## config.mk

```make
export PLATFORM = sky130hd
export DESIGN_NAME = rom_loader_flat
export DESIGN_NICKNAME = d
export VERILOG_FILES = /design/src/rtl/rom_loader_pkg.sv /design/src/rtl/rom_loader_if.sv /design/src/rtl/rom_loader_ack_watchdog.sv /design/src/rtl/rom_loader.sv /design/src/flat_wrapper.sv
export SDC_FILE = /design/constraint.sdc
export NUM_CORES = 1
export LEC_CHECK = 0
export CORE_MARGIN = 5
export CORE_UTILIZATION = 50
export DETAILED_ROUTE_END_ITERATION = 12
export GPL_TIMING_DRIVEN = 0
export PLACE_DENSITY = 0.78
export SKIP_LAST_GASP = 1
export SLEW_MARGIN = 25
export SYNTH_ARGS = -nofsm -noshare
export SYNTH_HDL_FRONTEND = slang
export SYNTH_SLANG_ARGS = --single-unit
```

## constraint.sdc

```tcl
create_clock -name clk -period 5.2 [get_ports clk]
set_input_delay 1.3 -clock clk [delete_from_list [all_inputs] [get_ports clk]]
set_output_delay 1.3 -clock clk [all_outputs]
set_load 0.05 [all_outputs]
```

## src/rtl/rom_loader_pkg.sv

```systemverilog
// rom_loader_pkg: shared state encoding for the boot ROM loader and its bench
package rom_loader_pkg;
  typedef enum logic [1:0] {FETCH = 2'd0, WRITE = 2'd1, DONE = 2'd2, ERROR = 2'd3} state_e;
endpackage

```

## src/rtl/rom_loader_if.sv

```systemverilog
// rom_loader_if: ROM read bus plus RAM byte-write req/ack bus
//   master (loader): drives rom_address, ram_address, ram_data, ram_write_request
//   slave (memories): drives rom_byte, rom_done, ram_write_ack
interface rom_loader_if #(parameter int ADDR_WIDTH = 32);
  logic [ADDR_WIDTH-1:0] rom_address;
  logic [7:0]            rom_byte;
  logic                  rom_done;
  logic [ADDR_WIDTH-1:0] ram_address;
  logic [7:0]            ram_data;
  logic                  ram_write_request;
  logic                  ram_write_ack;
  modport master (
    output rom_address, ram_address, ram_data, ram_write_request,
    input  rom_byte, rom_done, ram_write_ack
  );
  modport slave (
    input  rom_address, ram_address, ram_data, ram_write_request,
    output rom_byte, rom_done, ram_write_ack
  );
endinterface

```

## src/rtl/rom_loader_ack_watchdog.sv

```systemverilog
// ack_watchdog: counts unacknowledged write cycles and flags the limit-th one
//   clk, reset (async, active-high), clear, enable, limit[7:0] -> expired
//   limit = 0 disables expiry.
module ack_watchdog (
  input  logic       clk,
  input  logic       reset,
  input  logic       clear,
  input  logic       enable,
  input  logic [7:0] limit,
  output logic       expired
);
  logic [7:0] cnt_q, cnt_d;
  // Fires during the limit-th waiting cycle so the request is held exactly limit cycles.
  assign expired = enable && limit != 8'd0 && cnt_q == limit - 8'd1;
  always_comb cnt_d = clear ? 8'd0 : (enable && !expired) ? cnt_q + 8'd1 : cnt_q;
  always_ff @(posedge clk or posedge reset)
    if (reset) cnt_q <= 8'd0;
    else cnt_q <= cnt_d;
endmodule

```

## src/rtl/rom_loader.sv

```systemverilog
// rom_loader: copies the boot ROM image into RAM byte by byte, holding the CPU in reset until done
//   clk, reset (async, active-high), start (reload pulse, honoured in DONE/ERROR)
//   bus (rom_loader_if.master): ROM address/data/done and RAM req/ack write port
//   cpu_reset, load_complete, load_error, byte_count
//   checksum[7:0] present only when ROM_LOADER_CHECKSUM_EN is defined
module rom_loader
  import rom_loader_pkg::*;
#(
  parameter int ADDR_WIDTH  = 32,
  parameter int RAM_BASE    = 0,
  parameter int MAX_BYTES   = 4096,
  parameter int ACK_TIMEOUT = 255
) (
  input  logic                  clk,
  input  logic                  reset,
  input  logic                  start,
  rom_loader_if.master          bus,
  output logic                  cpu_reset,
  output logic                  load_complete,
  output logic                  load_error,
  output logic [ADDR_WIDTH-1:0] byte_count
`ifdef ROM_LOADER_CHECKSUM_EN
  ,
  output logic [7:0]            checksum
`endif
);
  localparam logic [ADDR_WIDTH-1:0] BASE     = ADDR_WIDTH'(RAM_BASE);
  localparam logic [ADDR_WIDTH-1:0] LAST_IDX = ADDR_WIDTH'(MAX_BYTES - 1);
  state_e                state_q, state_d;
  logic [ADDR_WIDTH-1:0] idx_q, idx_d, addr_q, addr_d, cnt_q, cnt_d;
  logic [7:0]            data_q, data_d;
  logic                  last_q, last_d, cpu_reset_q, cpu_reset_d, expired, ack, restart;
  assign ack     = state_q == WRITE && bus.ram_write_ack;
  assign restart = (state_q == DONE || state_q == ERROR) && start;
  ack_watchdog u_wd (
    .clk     (clk),
    .reset   (reset),
    .clear   (state_q == FETCH),
    .enable  (state_q == WRITE && !bus.ram_write_ack),
    .limit   (8'(ACK_TIMEOUT)),
    .expired (expired)
  );
  always_comb begin
    state_d     = state_q;
    idx_d       = idx_q;
    addr_d      = addr_q;
    data_d      = data_q;
    last_d      = last_q;
    cnt_d       = cnt_q;
    cpu_reset_d = 1'b1;
    case (state_q)
      FETCH: begin
        data_d  = bus.rom_byte;
        last_d  = bus.rom_done;
        addr_d  = BASE + idx_q;
        state_d = WRITE;
      end
      WRITE:
        if (ack) begin
          cnt_d   = cnt_q + 1'b1;
          state_d = last_q ? DONE : idx_q == LAST_IDX ? ERROR : FETCH;
          idx_d   = (last_q || idx_q == LAST_IDX) ? idx_q : idx_q + 1'b1;
        end else if (expired) state_d = ERROR;
      DONE: cpu_reset_d = start;
      default: ;
    endcase
    if (restart) begin
      state_d = FETCH;
      idx_d   = '0;
      cnt_d   = '0;
    end
  end
  always_ff @(posedge clk or posedge reset)
    if (reset) begin
      state_q     <= FETCH;
      idx_q       <= '0;
      addr_q      <= BASE;
      data_q      <= 8'd0;
      last_q      <= 1'b0;
      cnt_q       <= '0;
      cpu_reset_q <= 1'b1;
    end else begin
      state_q     <= state_d;
      idx_q       <= idx_d;
      addr_q      <= addr_d;
      data_q      <= data_d;
      last_q      <= last_d;
      cnt_q       <= cnt_d;
      cpu_reset_q <= cpu_reset_d;
    end
`ifdef ROM_LOADER_CHECKSUM_EN
  logic [7:0] sum_q, sum_d;
  always_comb sum_d = restart ? 8'd0 : ack ? sum_q + data_q : sum_q;
  always_ff @(posedge clk or posedge reset)
    if (reset) sum_q <= 8'd0;
    else sum_q <= sum_d;
  assign checksum = sum_q;
`endif
  assign bus.rom_address       = idx_q;
  assign bus.ram_address       = addr_q;
  assign bus.ram_data          = data_q;
  assign bus.ram_write_request = state_q == WRITE;
  assign cpu_reset             = cpu_reset_q;
  assign load_complete         = state_q == DONE;
  assign load_error            = state_q == ERROR;
  assign byte_count            = cnt_q;
endmodule

```

## src/flat_wrapper.sv

```systemverilog
// flat-port wrapper written by rule: the top's interface ports become plain ports
module rom_loader_flat import rom_loader_pkg::*;
#(
  parameter int ADDR_WIDTH  = 32,
  parameter int RAM_BASE    = 0,
  parameter int MAX_BYTES   = 4096,
  parameter int ACK_TIMEOUT = 255
)
  (clk, reset, start, cpu_reset, load_complete, load_error, byte_count, bus_rom_address, bus_ram_address, bus_ram_data, bus_ram_write_request, bus_rom_byte, bus_rom_done, bus_ram_write_ack);
  rom_loader_if #(.ADDR_WIDTH(ADDR_WIDTH)) bus_i ();
  input  logic clk;
  input  logic reset;
  input  logic start;
  output logic cpu_reset;
  output logic load_complete;
  output logic load_error;
  output logic [ADDR_WIDTH-1:0] byte_count;
  output wire logic [$bits(bus_i.rom_address)-1:0] bus_rom_address;
  output wire logic [$bits(bus_i.ram_address)-1:0] bus_ram_address;
  output wire logic [$bits(bus_i.ram_data)-1:0] bus_ram_data;
  output wire logic [$bits(bus_i.ram_write_request)-1:0] bus_ram_write_request;
  input wire logic [$bits(bus_i.rom_byte)-1:0] bus_rom_byte;
  input wire logic [$bits(bus_i.rom_done)-1:0] bus_rom_done;
  input wire logic [$bits(bus_i.ram_write_ack)-1:0] bus_ram_write_ack;
  assign bus_rom_address = bus_i.rom_address;
  assign bus_ram_address = bus_i.ram_address;
  assign bus_ram_data = bus_i.ram_data;
  assign bus_ram_write_request = bus_i.ram_write_request;
  assign bus_i.rom_byte = bus_rom_byte;
  assign bus_i.rom_done = bus_rom_done;
  assign bus_i.ram_write_ack = bus_ram_write_ack;
  rom_loader #(.ADDR_WIDTH(ADDR_WIDTH), .RAM_BASE(RAM_BASE), .MAX_BYTES(MAX_BYTES), .ACK_TIMEOUT(ACK_TIMEOUT)) u_core (.clk(clk), .reset(reset), .start(start), .bus(bus_i), .cpu_reset(cpu_reset), .load_complete(load_complete), .load_error(load_error), .byte_count(byte_count));
endmodule
```

* Word level (Yosys, flattened, before mapping)
Index checks and enable logic that the tools add are counted.
Operators by class: $add $sub $neg 3, div/mod/pow operators 0, equal/unequal tests 7, multiply operators 0, order comparisons 0, shift operators 0, mux-type cells 16, reductions and logical operators 17, bitwise operators 0
Operators by type and width (count):
- $mux W32 | 7
- $add A32 B1 Y32 const B | 2
- $eq A32 B12 Y1 const B | 1
- $mux W8 | 2
- $mux W2 | 5
- $add A8 B1 Y8 const B | 1
- $eq A8 B8 Y1 const B | 1
- $reduce_bool A2 Y1 | 3
- $logic_and A1 B1 Y1 | 5
- $eq A2 B2 Y1 const B | 2
- $ne A4 B1 Y1 const B | 1
- $pmux W2 S2 | 1
- $reduce_and A2 Y1 | 2
- $reduce_and A3 Y1 | 1
- $reduce_bool A3 Y1 | 1
- $eq A2 B1 Y1 const B | 1
- $logic_not A1 Y1 | 2
- $logic_not A2 Y1 | 1
- $logic_or A1 B1 Y1 | 2
- $ne A2 B1 Y1 const B | 1
- $mux W1 | 1
Word-level totals: latch bits 0, memories 0, bits in writable memories 0, bits in registers 116, memory bits (read-only) 0, bits of input ports 13, output and inout port bits 108

* Longest topological paths before layout
Gate-level depths: netlist of the first run.
depth in word-level cells 7, depth in mapped cells 8, depth with buffers taken out 7

* Hierarchy
A second synthesis of the first run with hierarchy kept.
Second synthesis, totals: cell total of the unflattened synthesis 549, area total of the unflattened synthesis 5899.4 sq um
Modules (own cells, without submodules):
- rom_loader | cells each 458, seq. area each 2703.8 sq um, area each 5116.2 sq um, times used 1
- ack_watchdog | cells each 91, seq. area each 200.2 sq um, area each 783.3 sq um, times used 1

* Worst setup path after synthesis of the first run
OpenSTA, ideal clock, no wires.
path type in2reg, from in bus_ram_write_ack, to reg u_core.idx_q[17] (netlist: u_core.bus.rom_address[17]), arrival 2.677 ns, data required time 5.122 ns, setup time 0.078 ns, slack 2.445 ns, path buffers 1, stages on the path 6, cells stage by stage and4bb_2 and4_1 clkbuf_1 nand3_1 or3_1 a21oi_1
On the way: word-level cells in the longest chain between the ends 3
Ends and longest elaborated chain:
- from (decl) | line flat_wrapper.sv:24 | input wire logic [$bits(bus_i.ram_write_ack)-1:0] bus_ram_write_ack;
- $logic_and A1 B1 Y1 | line rom_loader.sv:33 | assign ack = state_q == WRITE && bus.ram_write_ack;
- $reduce_bool A2 Y1 (no line)
- $reduce_and A3 Y1 (no line)
- to (signal assigned) | line rom_loader.sv:84 | idx_q <= idx_d;
- to (decl) | line rom_loader.sv:30 | logic [ADDR_WIDTH-1:0] idx_q, idx_d, addr_q, addr_d, cnt_q, cnt_d;
Every way passes these cells. A chain may end at the register's enable or synchronous reset.

* Worst setup path in the final report of the first run
from reg u_core.state_q[1], to out load_complete
On the way: word-level cells in the longest chain between the ends 1
Ends and longest elaborated chain:
- from (decl) | line rom_loader.sv:29 | state_e state_q, state_d;
- from (signal assigned) | line rom_loader.sv:83 | state_q <= state_d;
- $eq A2 B2 Y1 | line rom_loader.sv:104 | assign load_complete = state_q == DONE;
- to (decl) | line flat_wrapper.sv:15 | output logic load_complete;
Every way passes these cells.

==> reports/metrics.cfg, run 1 <==
[synth]
syn_nets = 526
ys_ff_latch = 116
synth_common_cells = dfrtp_1, nor2_1, mux2_2, nand2_1, nand3_1
yosys_warnings = 0
syn_area_sq_um = 5480
synth.most_common_cell = dfrtp_1
avgSynthCellArea_sq_um = 10.8
yosysTopAreaCellShare = 0.525
syn_inst = 509
async_reset_ff_frac = 1.00
synth.distinct_cells = 43
ys.flop_type = dfrtp_1
synth_area_leaders = dfrtp_1, mux2_2, xnor2_1
seq_area_frac_synth = 0.530
yosys.area.top_type = dfrtp_1
synth_edf_count = 0

[global_routing]
overflow = 0
grt_pass1_wl_um = 23000
grt_max_degree = 71
antenna_found_initial = 0
track_usage = 0.221
grt_pass1_vias = 4525

[hold_path]
holdCritPathClass = reg -> reg

[floorplanning]
io-pin-count = 121
core_sq_um = 10800
dieArea_sq_um = 13200
start_util = 0.508
fp.dieW_um = 115
dieHeight_um = 115
rows = 38

[final_layout]
multi_input_area_sq_um = 2420
antenna_cells = 0
seqCellArea_sq_um = 2900
fillers = 845
finalCoreUtilization = 0.694
area_delta_synth_final_pct = 36.7
drive_gt1_frac = 0.144
layout.cells.non_filler = 802
final_cell_area_sq_um = 7490
fin_nets = 666

[drt]
wirelength_um = 13700
final_antenna_net_count = 0
viasPerCell = 5.62
drt-pass1-iter-count = 4
vias = 4508
wl_per_cell_um = 17.1
drc_errors = 0
drt_iter0_drc = 306

[pwr]
ir_worst_vdd_v = 0.000365
p_int_mw = 2.05
leakagePower_nw = 3.16
combPwrFrac = 0.268
pwr-share-seq = 0.347
switching_share = 0.330
clkPwrFrac = 0.385
switchingPower_mw = 1.01
p_per_area_nw_per_um2 = 409

[clock_network]
htreeDepth = 4
cts_tree = done
clkSlewWorstSetupHoldPaths_ps = 50
cts_buffers = 17
cts_sinks = 116
cts-root-buf = clkbuf_8
clock_latency_ps = 520
postCtsResizedCells = 0
post-cts-setup-buffer-count = 0
cts_hold_buf = 0
cts_buffer_depth = 2

[worst_setup_path]
slowest_stage = clkdlybuf4s50_1
worst-path-buf-inv = 3
critPathLaunchType = flip-flop
crit_type = reg -> out
cp_cell_sequence = clkbuf_1, inv_1, nor2_1, clkdlybuf4s50_1
required_ps = 3900
critical_path.endpoint_type = output port
critPathTopFamily = buffers and inverters
worstPathArrival_ps = 2210
max_stage_delay_ps = 830
cp_max_fo = 10

[timing]
tightest_slew_ps = 766
rsz0062_at_grt = no
drv_slew = 0
relSlewSlack = 0.485
skew_ps = 9.03
min_period_ps = 3510
hold_viol = 0
setup_viol = 0
timing.fmax_ghz = 0.285
period_share = 0.676

[placed_design]
place_area_sq_um = 6890
portBuffers = 120
gp_congestion = 0.839
dp_hpwl_um = 9350
dp.cells = 770

[run_status]
status = complete, no violations

[flow_run]
maxCapViolations = 0

## final cells by class
cell class              count  area share
flip-flops and latches    116       0.388
multi-input cells         356       0.323
repair buffers            121       0.164
clock buffers              23      0.0636
well taps                 140      0.0234
clock inverters             9      0.0167
plain buffers              25      0.0147
inverters                  12     0.00668
## kinds of logic (layout without fill, tap and decap cells)
| group | count (synthesis) | in the layout | synth area share |
|---|---|---|---|
| and+or+nand+nor | 207 | 207 | 0.201 |
| AOI/OAI and AO/OA | 59 | 59 | 0.0735 |
| muxes | 48 | 48 | 0.0971 |
| buffers and inverters | 37 | 190 | 0.0283 |
| adders and majority gates | 4 | 4 | 0.00913 |
| xor gates and xnor gates | 38 | 38 | 0.0607 |
| DFF | 116 | 116 | 0.530 |
## per-stage QoR
stage	total power [mW]	hold slack [ps]	setup slack [ps]	TNS [ps]
2_1_floorplan	1.63	431	829	0
6_report	3.06	477	1690	0
5_1_grt	3.20	510	1550	0
4_1_cts	3.09	480	1680	0
3_3_place_gp	1.88	450	-768	-87490
3_5_place_dp	1.91	466	1640	0
## routing by layer
layer	track usage	share of wire	vias up
met4	0.0752	0.012	0
met3	0.0803	0.083	14
li1	-	-	2117
met2	0.340	0.48	148
met5	0	0	-
met1	0.290	0.43	2229
## power by group through the flow
stage	Sequential (mW)	Clock, mW	Combinational, mW
after floorplan	1.27	0	0.361
after global placement	1.07	0	0.811
after detailed placement	1.08	0	0.828
after CTS	1.06	1.20	0.832
after global routing	1.07	1.25	0.877
final	1.06	1.18	0.822
## path summary, 6_finish.rpt
| kind | startpoint | endpoint | slack (ps) | cells after the start |
|---|---|---|---|---|
| min | u_core.u_wd.cnt_q[7]$_DFFE_PP0P_ | u_core.u_wd.cnt_q[7]$_DFFE_PP0P_ | 480 | 1 |
| max in group asynchronous | reset | u_core.cpu_reset$_DFF_PP1_ | 3300 | 3 |
| max reg2reg | u_core.bus.rom_address[0]$_DFFE_PP0P_ | u_core.bus.rom_address[5]$_DFFE_PP0P_ | 2800 | 8 |
| max | u_core.state_q[1]$_DFFE_PP0P_ | load_complete | 1690 | 4 |
| min reg2reg | u_core.u_wd.cnt_q[7]$_DFFE_PP0P_ | u_core.u_wd.cnt_q[7]$_DFFE_PP0P_ | 480 | 1 |
| min in group asynchronous | reset | u_core.byte_count[13]$_DFFE_PP0P_ | 1180 | 2 |
## sequential cells by signal (all words and copies together), names as in the netlist
name,count
u_core.cpu_reset,1
u_core.last_q,1
u_core.u_wd.cnt_q,8
u_core.bus.ram_address,32
u_core.state_q,2
u_core.bus.ram_data,8
u_core.byte_count,32
u_core.bus.rom_address,32
## placed cells by master (no fill, tap or decap), types with 3 or more instances in the layout
master,synthesis,layout
clkdlybuf4s50_1,0,120
dfrtp_1,115,115
nor2_1,49,49
mux2_2,41,41
nand2_1,33,33
nand3_1,27,27
xnor2_1,23,23
a21oi_1,22,22
clkbuf_1,19,21
or3_1,20,20
nand4_1,17,17
nor4_1,16,16
clkbuf_16,0,16
xor2_1,15,15
o21ai_0,14,14
inv_1,12,11
nor3_1,10,10
and4_1,9,9
and3_1,7,7
mux2i_1,7,7
and2_1,6,6
o31ai_1,5,5
a31o_2,5,5
clkbuf_8,0,5
or4_1,4,4
ha_1,4,4
clkinv_2,0,4
buf_1,3,3
o211ai_1,3,3
o21ai_2,3,3
bufinv_16,0,3
Power figures use the tool's default switching activity.
==> inputs of run 2 (changes only) <==
- clock period: 5.2 -> 3.4 ns (I/O delays scaled with it)
==> run 2 against run 1 <==
Net effect:
- hold slack better by 6.0 ps
- final area is 1.1% higher
- critical endpoint is now bus_ram_write_request
- combinational power is 53% higher
- highest routed layer unchanged
- largest cell class unchanged
- final cell count is 0.25% higher
- core utilization is 0.73 points higher
- die area stayed put
==> reports/metrics.cfg, run 2 (synthesized netlist as in run 1, its figures left out) <==
[clock_network]
post-cts-setup-buffer-count = 0  ; unchanged
clock_latency_ps = 520  ; about the same
clkSlewWorstSetupHoldPaths_ps = 60  ; about the same
cts_buffer_depth = 2  ; unchanged
cts_hold_buf = 0  ; unchanged
cts_sinks = 116  ; unchanged
cts-root-buf = clkbuf_8
cts_tree = done
cts_buffers = 17  ; unchanged
htreeDepth = 4  ; unchanged
postCtsResizedCells = 0  ; unchanged

[worst_setup_path]
rr_startpoint = u_core.state_q[1]$_DFFE_PP0P_
rr_worst_depth = 8  ; unchanged
cp_max_fo = 10  ; unchanged
reg2reg_slack_ps = 1020  ; -1780 ps
critical_path.endpoint_type = output port
critical_path.endpoint = bus_ram_write_request
timing.rr.end = u_core.byte_count[28]$_DFFE_PP0P_
required_ps = 2550  ; -1350 ps
max_stage_delay_ps = 810  ; -20 ps
worstPathArrival_ps = 2180  ; -30 ps
crit_type = reg -> out
slowest_stage = clkdlybuf4s50_1
critPathLaunchType = flip-flop
cp_cell_sequence = clkbuf_1, nand2b_1, inv_1, clkdlybuf4s50_1
crit_start = u_core.state_q[1]$_DFFE_PP0P_

[timing]
hold_viol = 0  ; unchanged
skew_ps = 7.66  ; -1.37 ps
holdWs_ps = 483  ; +6.00 ps
timing.fmax_ghz = 0.330
drv_slew = 0  ; unchanged
setup_viol = 0  ; unchanged
tightest_slew_ps = 752  ; -13.8 ps
relSlewSlack = 0.494  ; +0.00931
tns_ps = 0  ; unchanged
period_share = 0.891
min_period_ps = 3030
rsz0062_at_grt = no

[final_layout]
drive_gt1_frac = 0.149  ; +0.00559
finalCoreUtilization = 0.701  ; +0.00730
area_delta_synth_final_pct = 38.1
layout.cells.most_common = clkdlybuf4s50_1
fin_nets = 669  ; +0.45%
antenna_cells = 0  ; unchanged
layout_common_cells = clkdlybuf4s50_1, dfrtp_1, nor2_1, mux2_2, nand2_1

[drt]
final_antenna_net_count = 0  ; unchanged
drc_errors = 0  ; unchanged
drt-pass1-iter-count = 4  ; unchanged
drt_iter0_drc = 309  ; +0.98%
wl_per_cell_um = 17.2  ; +0.76%
viasPerCell = 5.68  ; +1.0%
vias = 4566  ; +1.3%
wirelength_um = 13800  ; +1.0%

[flow_run]
maxCapViolations = 0  ; unchanged

[pwr]
p_per_area_nw_per_um2 = 628  ; +53%
ir_worst_vdd_v = 0.000466  ; +28%
leakagePower_nw = 3.20  ; +1.2%

[floorplanning]
io-pin-count = 121  ; unchanged
start_util = 0.508  ; unchanged
dieHeight_um = 115  ; unchanged
rows = 38  ; unchanged
dieArea_sq_um = 13200  ; unchanged
fp.dieW_um = 115  ; unchanged
core_sq_um = 10800  ; unchanged

[placed_design]
portBuffers = 120  ; unchanged
gp_congestion = 0.835  ; -0.48%
dp_hpwl_um = 9720  ; +4.0%

[global_routing]
track_usage = 0.224  ; +0.00261
grt_pass1_wl_um = 23200  ; +0.75%
grt_max_degree = 32  ; -55%
grt_pass1_vias = 4617  ; +2.0%
overflow = 0  ; unchanged
antenna_found_initial = 0  ; unchanged

[run_status]
status = complete, no violations

[hold_path]
holdCritPathClass = reg -> reg

-- run 2: area by class of cell --
type,instances,area [sq um]
well taps,140,175
inverters,12,48.8
repair buffers,124,1290
clock buffers,21,469
flip-flops and latches,116,2900
clock inverters,10,153
multi-input cells,356,2420
fillers,819,3220
plain buffers,25,110
-- run 2: metrics by stage --
step / instances / setup WS (ps) / total power [mW] / area, sq um
after floorplan: 509 / 967 / 2.50 / 5480
after global placement: 769 / 63.6 / 2.88 / 6860
after detailed placement: 773 / 273 / 2.92 / 6950
after CTS: 804 / 344 / 4.80 / 7570
after global routing: 804 / 243 / 4.96 / 7570
final: 804 / 372 / 4.75 / 7570
-- run 2: worst max-delay path, delay by kind of cell (launching register included) --
kind	cells	cell delay (ps)
flip-flops	1	360
AND/OR/NAND/NOR	1	230
buffers and inverters	3	1070
-- run 2: where the power goes --
part,leakage (nW),switching (mW),internal (mW)
combinational,1.30,0.815,0.448
sequential,1.58,0.114,1.51
clock,0.309,0.606,1.26
-- run 2: how the worst min path moves through the flow --
| stage | from | end | slack, ps | cells after the start |
|---|---|---|---|---|
| 6_report | u_core.u_wd.cnt_q[7]$_DFFE_PP0P_ | u_core.u_wd.cnt_q[7]$_DFFE_PP0P_ | 480 | 1 |
| 5_1_grt | u_core.bus.ram_address[12]$_DFFE_PP0P_ | u_core.bus.ram_address[12]$_DFFE_PP0P_ | 510 | 1 |
| 4_1_cts | u_core.u_wd.cnt_q[7]$_DFFE_PP0P_ | u_core.u_wd.cnt_q[7]$_DFFE_PP0P_ | 480 | 1 |
| 3_5_place_dp | u_core.u_wd.cnt_q[7]$_DFFE_PP0P_ | u_core.u_wd.cnt_q[7]$_DFFE_PP0P_ | 470 | 1 |
| 3_3_place_gp | u_core.u_wd.cnt_q[7]$_DFFE_PP0P_ | u_core.u_wd.cnt_q[7]$_DFFE_PP0P_ | 450 | 1 |
| 2_1_floorplan | u_core.u_wd.cnt_q[7]$_DFFE_PP0P_ | u_core.u_wd.cnt_q[7]$_DFFE_PP0P_ | 430 | 1 |
-- run 2: metal layers --
metal,part of all wire,global-route usage
met5,0,0
met4,0.020,0.0855
met3,0.073,0.0708
met2,0.48,0.350
met1,0.42,0.290
==> inputs of run 3 (changes only) <==
- DONT_BUFFER_PORTS: unset -> 1
- PLACE_DENSITY: 0.78 -> 0.64
- clock period: 3.4 -> 3.2 ns (I/O delays scaled with it)
==> run 3 against run 2 <==
Net effect:
- final cell count fell by 15%
- global-route usage fell by 1.7 points
- hold slack got worse by 310 ps
- die area did not move
- critical path type is now reg -> reg
==> reports/metrics.cfg, run 3 (synthesized netlist as in run 1, its figures left out) <==
[final_layout]
antenna_cells = 0  ; unchanged
fin_nets = 549  ; -18%
area_delta_synth_final_pct = 17.2
layout.cells.most_common = dfrtp_1
drive_gt1_frac = 0.182  ; +0.0326
layout_common_cells = dfrtp_1, nor2_1, mux2_2, nand2_1, nand3_1
layout.cells.non_filler = 685  ; -15%
final_cell_area_sq_um = 6420  ; -15%

[global_routing]
overflow = 0  ; unchanged
grt_pass1_vias = 4079  ; -12%
track_usage = 0.207  ; -0.0168
antenna_found_initial = 0  ; unchanged
grt_max_degree = 29  ; -9.4%
grt_pass1_wl_um = 21500  ; -7.4%

[flow_run]
maxCapViolations = 0  ; unchanged

[clock_network]
cts_tree = done
clkSlewWorstSetupHoldPaths_ps = 60  ; about the same
postCtsResizedCells = 0  ; unchanged
htreeDepth = 4  ; unchanged
cts_sinks = 116  ; unchanged
cts_buffers = 17  ; unchanged
post-cts-setup-buffer-count = 0  ; unchanged
clock_latency_ps = 520  ; about the same
cts_hold_buf = 0  ; unchanged
cts_buffer_depth = 2  ; unchanged
cts-root-buf = clkbuf_8

[floorplanning]
io-pin-count = 121  ; unchanged
dieArea_sq_um = 13200  ; unchanged
fp.dieW_um = 115  ; unchanged
dieHeight_um = 115  ; unchanged
rows = 38  ; unchanged
start_util = 0.508  ; unchanged
core_sq_um = 10800  ; unchanged

[timing]
timing.fmax_ghz = 0.359
period_share = 0.870
setup_slack_ps = 418  ; +46.0 ps
hold_viol = 0  ; unchanged
skew_ps = 5.60  ; -2.06 ps
tns_ps = 0  ; unchanged
rsz0062_at_grt = no
tightest_slew_ps = 945  ; +193 ps
relSlewSlack = 0.368  ; -0.126
setup_viol = 0  ; unchanged
drv_slew = 0  ; unchanged
min_period_ps = 2780

[worst_setup_path]
worstPathArrival_ps = 3230  ; +1050 ps
max_stage_delay_ps = 760  ; -50 ps
critical_path.endpoint_type = flip-flop
path_common_cell = buf_6
required_ps = 3650  ; +1100 ps
critPathLaunchType = flip-flop
cp_max_fo = 10  ; unchanged
slowest_stage = dfrtp_1
critPathTopFamily = flip-flops
cp_cell_sequence = ha_1, nand3_1, or4_1, buf_6, o31ai_4, buf_6, o31ai_1, a21oi_2
crit_type = reg -> reg
worst-path-buf-inv = 2  ; -1

[pwr]
leakagePower_nw = 2.80  ; -12%
p_int_mw = 3.34  ; +4.0%
pwr-share-seq = 0.422  ; +0.080
switching_share = 0.324  ; +0.000488
clkPwrFrac = 0.428  ; +0.036
switchingPower_mw = 1.60  ; +4.2%
p_per_area_nw_per_um2 = 769  ; +23%
ir_worst_vdd_v = 0.000516  ; +11%
combPwrFrac = 0.150  ; -0.116

[run_status]
status = complete, no violations

[drt]
drt_iter0_drc = 318  ; +2.9%
final_antenna_net_count = 0  ; unchanged
wl_per_cell_um = 18.6  ; +7.7%
drt-pass1-iter-count = 5  ; +1
wirelength_um = 12700  ; -8.2%
viasPerCell = 5.90  ; +3.8%
vias = 4039  ; -12%
drc_errors = 0  ; unchanged

[hold_path]
holdCritPathClass = in -> async

[placed_design]
pre_cts_slack_ps = 426  ; +153 ps
dp_hpwl_um = 8990  ; -7.6%
portBuffers = 0  ; -100%
dp.cells = 653  ; -16%
place_area_sq_um = 5750  ; -17%
gp_congestion = 0.780  ; -6.6%

-- run 3: cell count changes in the layout (fill, tap and decap cells not counted), sizes merged --
cell	previous run	this run
clkdlybuf4s50	120	0
clkbuf	40	43
bufinv	4	5
clkinv	5	2
-- run 3: per-stage QoR --
stage | power (mW) | utilization | hold WS (ps)
global placement | 2.83 | 0.524 | 453
detailed placement | 2.87 | 0.533 | 461
finish | 4.94 | 0.595 | 175
CTS | 5.00 | 0.595 | 166
global route | 5.17 | 0.595 | 187
floorplan | 2.66 | - | 431
-- run 3: area by class of cell --
type,count,area [sq um]
inverter,12,48.8
fill,891,4370
clock inverter,8,168
timing repair buffer,4,95.1
clock buffer,24,500
multi-input combinational,356,2420
buffer,25,110
sequential,116,2900
tap,140,175
-- run 3: power groups by stage --
| stage | Combinational (mW) | Clock [mW] | Sequential (mW) |
|---|---|---|---|
| 4_1_cts | 0.755 | 2.15 | 2.09 |
| 5_1_grt | 0.831 | 2.23 | 2.11 |
| 3_3_place_gp | 0.722 | 0 | 2.11 |
| 6_report | 0.739 | 2.12 | 2.09 |
| 3_5_place_dp | 0.751 | 0 | 2.12 |
| 2_1_floorplan | 0.587 | 0 | 2.07 |
-- run 3: worst paths after layout --
kind	end	slack, ps	start	cells after the start
hold reg to reg	u_core.u_wd.cnt_q[7]$_DFFE_PP0P_	470	u_core.u_wd.cnt_q[7]$_DFFE_PP0P_	1
setup / recovery	u_core.bus.rom_address[5]$_DFFE_PP0P_	420	u_core.bus.rom_address[0]$_DFFE_PP0P_	8
min in group clk	u_core.state_q[1]$_DFFE_PP0P_	380	start	1
hold / removal	u_core.u_wd.cnt_q[5]$_DFFE_PP0P_	170	reset	1
max in group asynchronous	u_core.cpu_reset$_DFF_PP1_	2270	reset	3
setup reg to reg	u_core.bus.rom_address[5]$_DFFE_PP0P_	420	u_core.bus.rom_address[0]$_DFFE_PP0P_	8
-- run 3: routing by layer --
metal | track usage | up-vias | part of all wire
li1 | - | 1873 | -
met1 | 0.268 | 2011 | 0.42
met2 | 0.322 | 141 | 0.48
met3 | 0.0719 | 14 | 0.083
met4 | 0.0728 | 0 | 0.012
met5 | 0 | - | 0
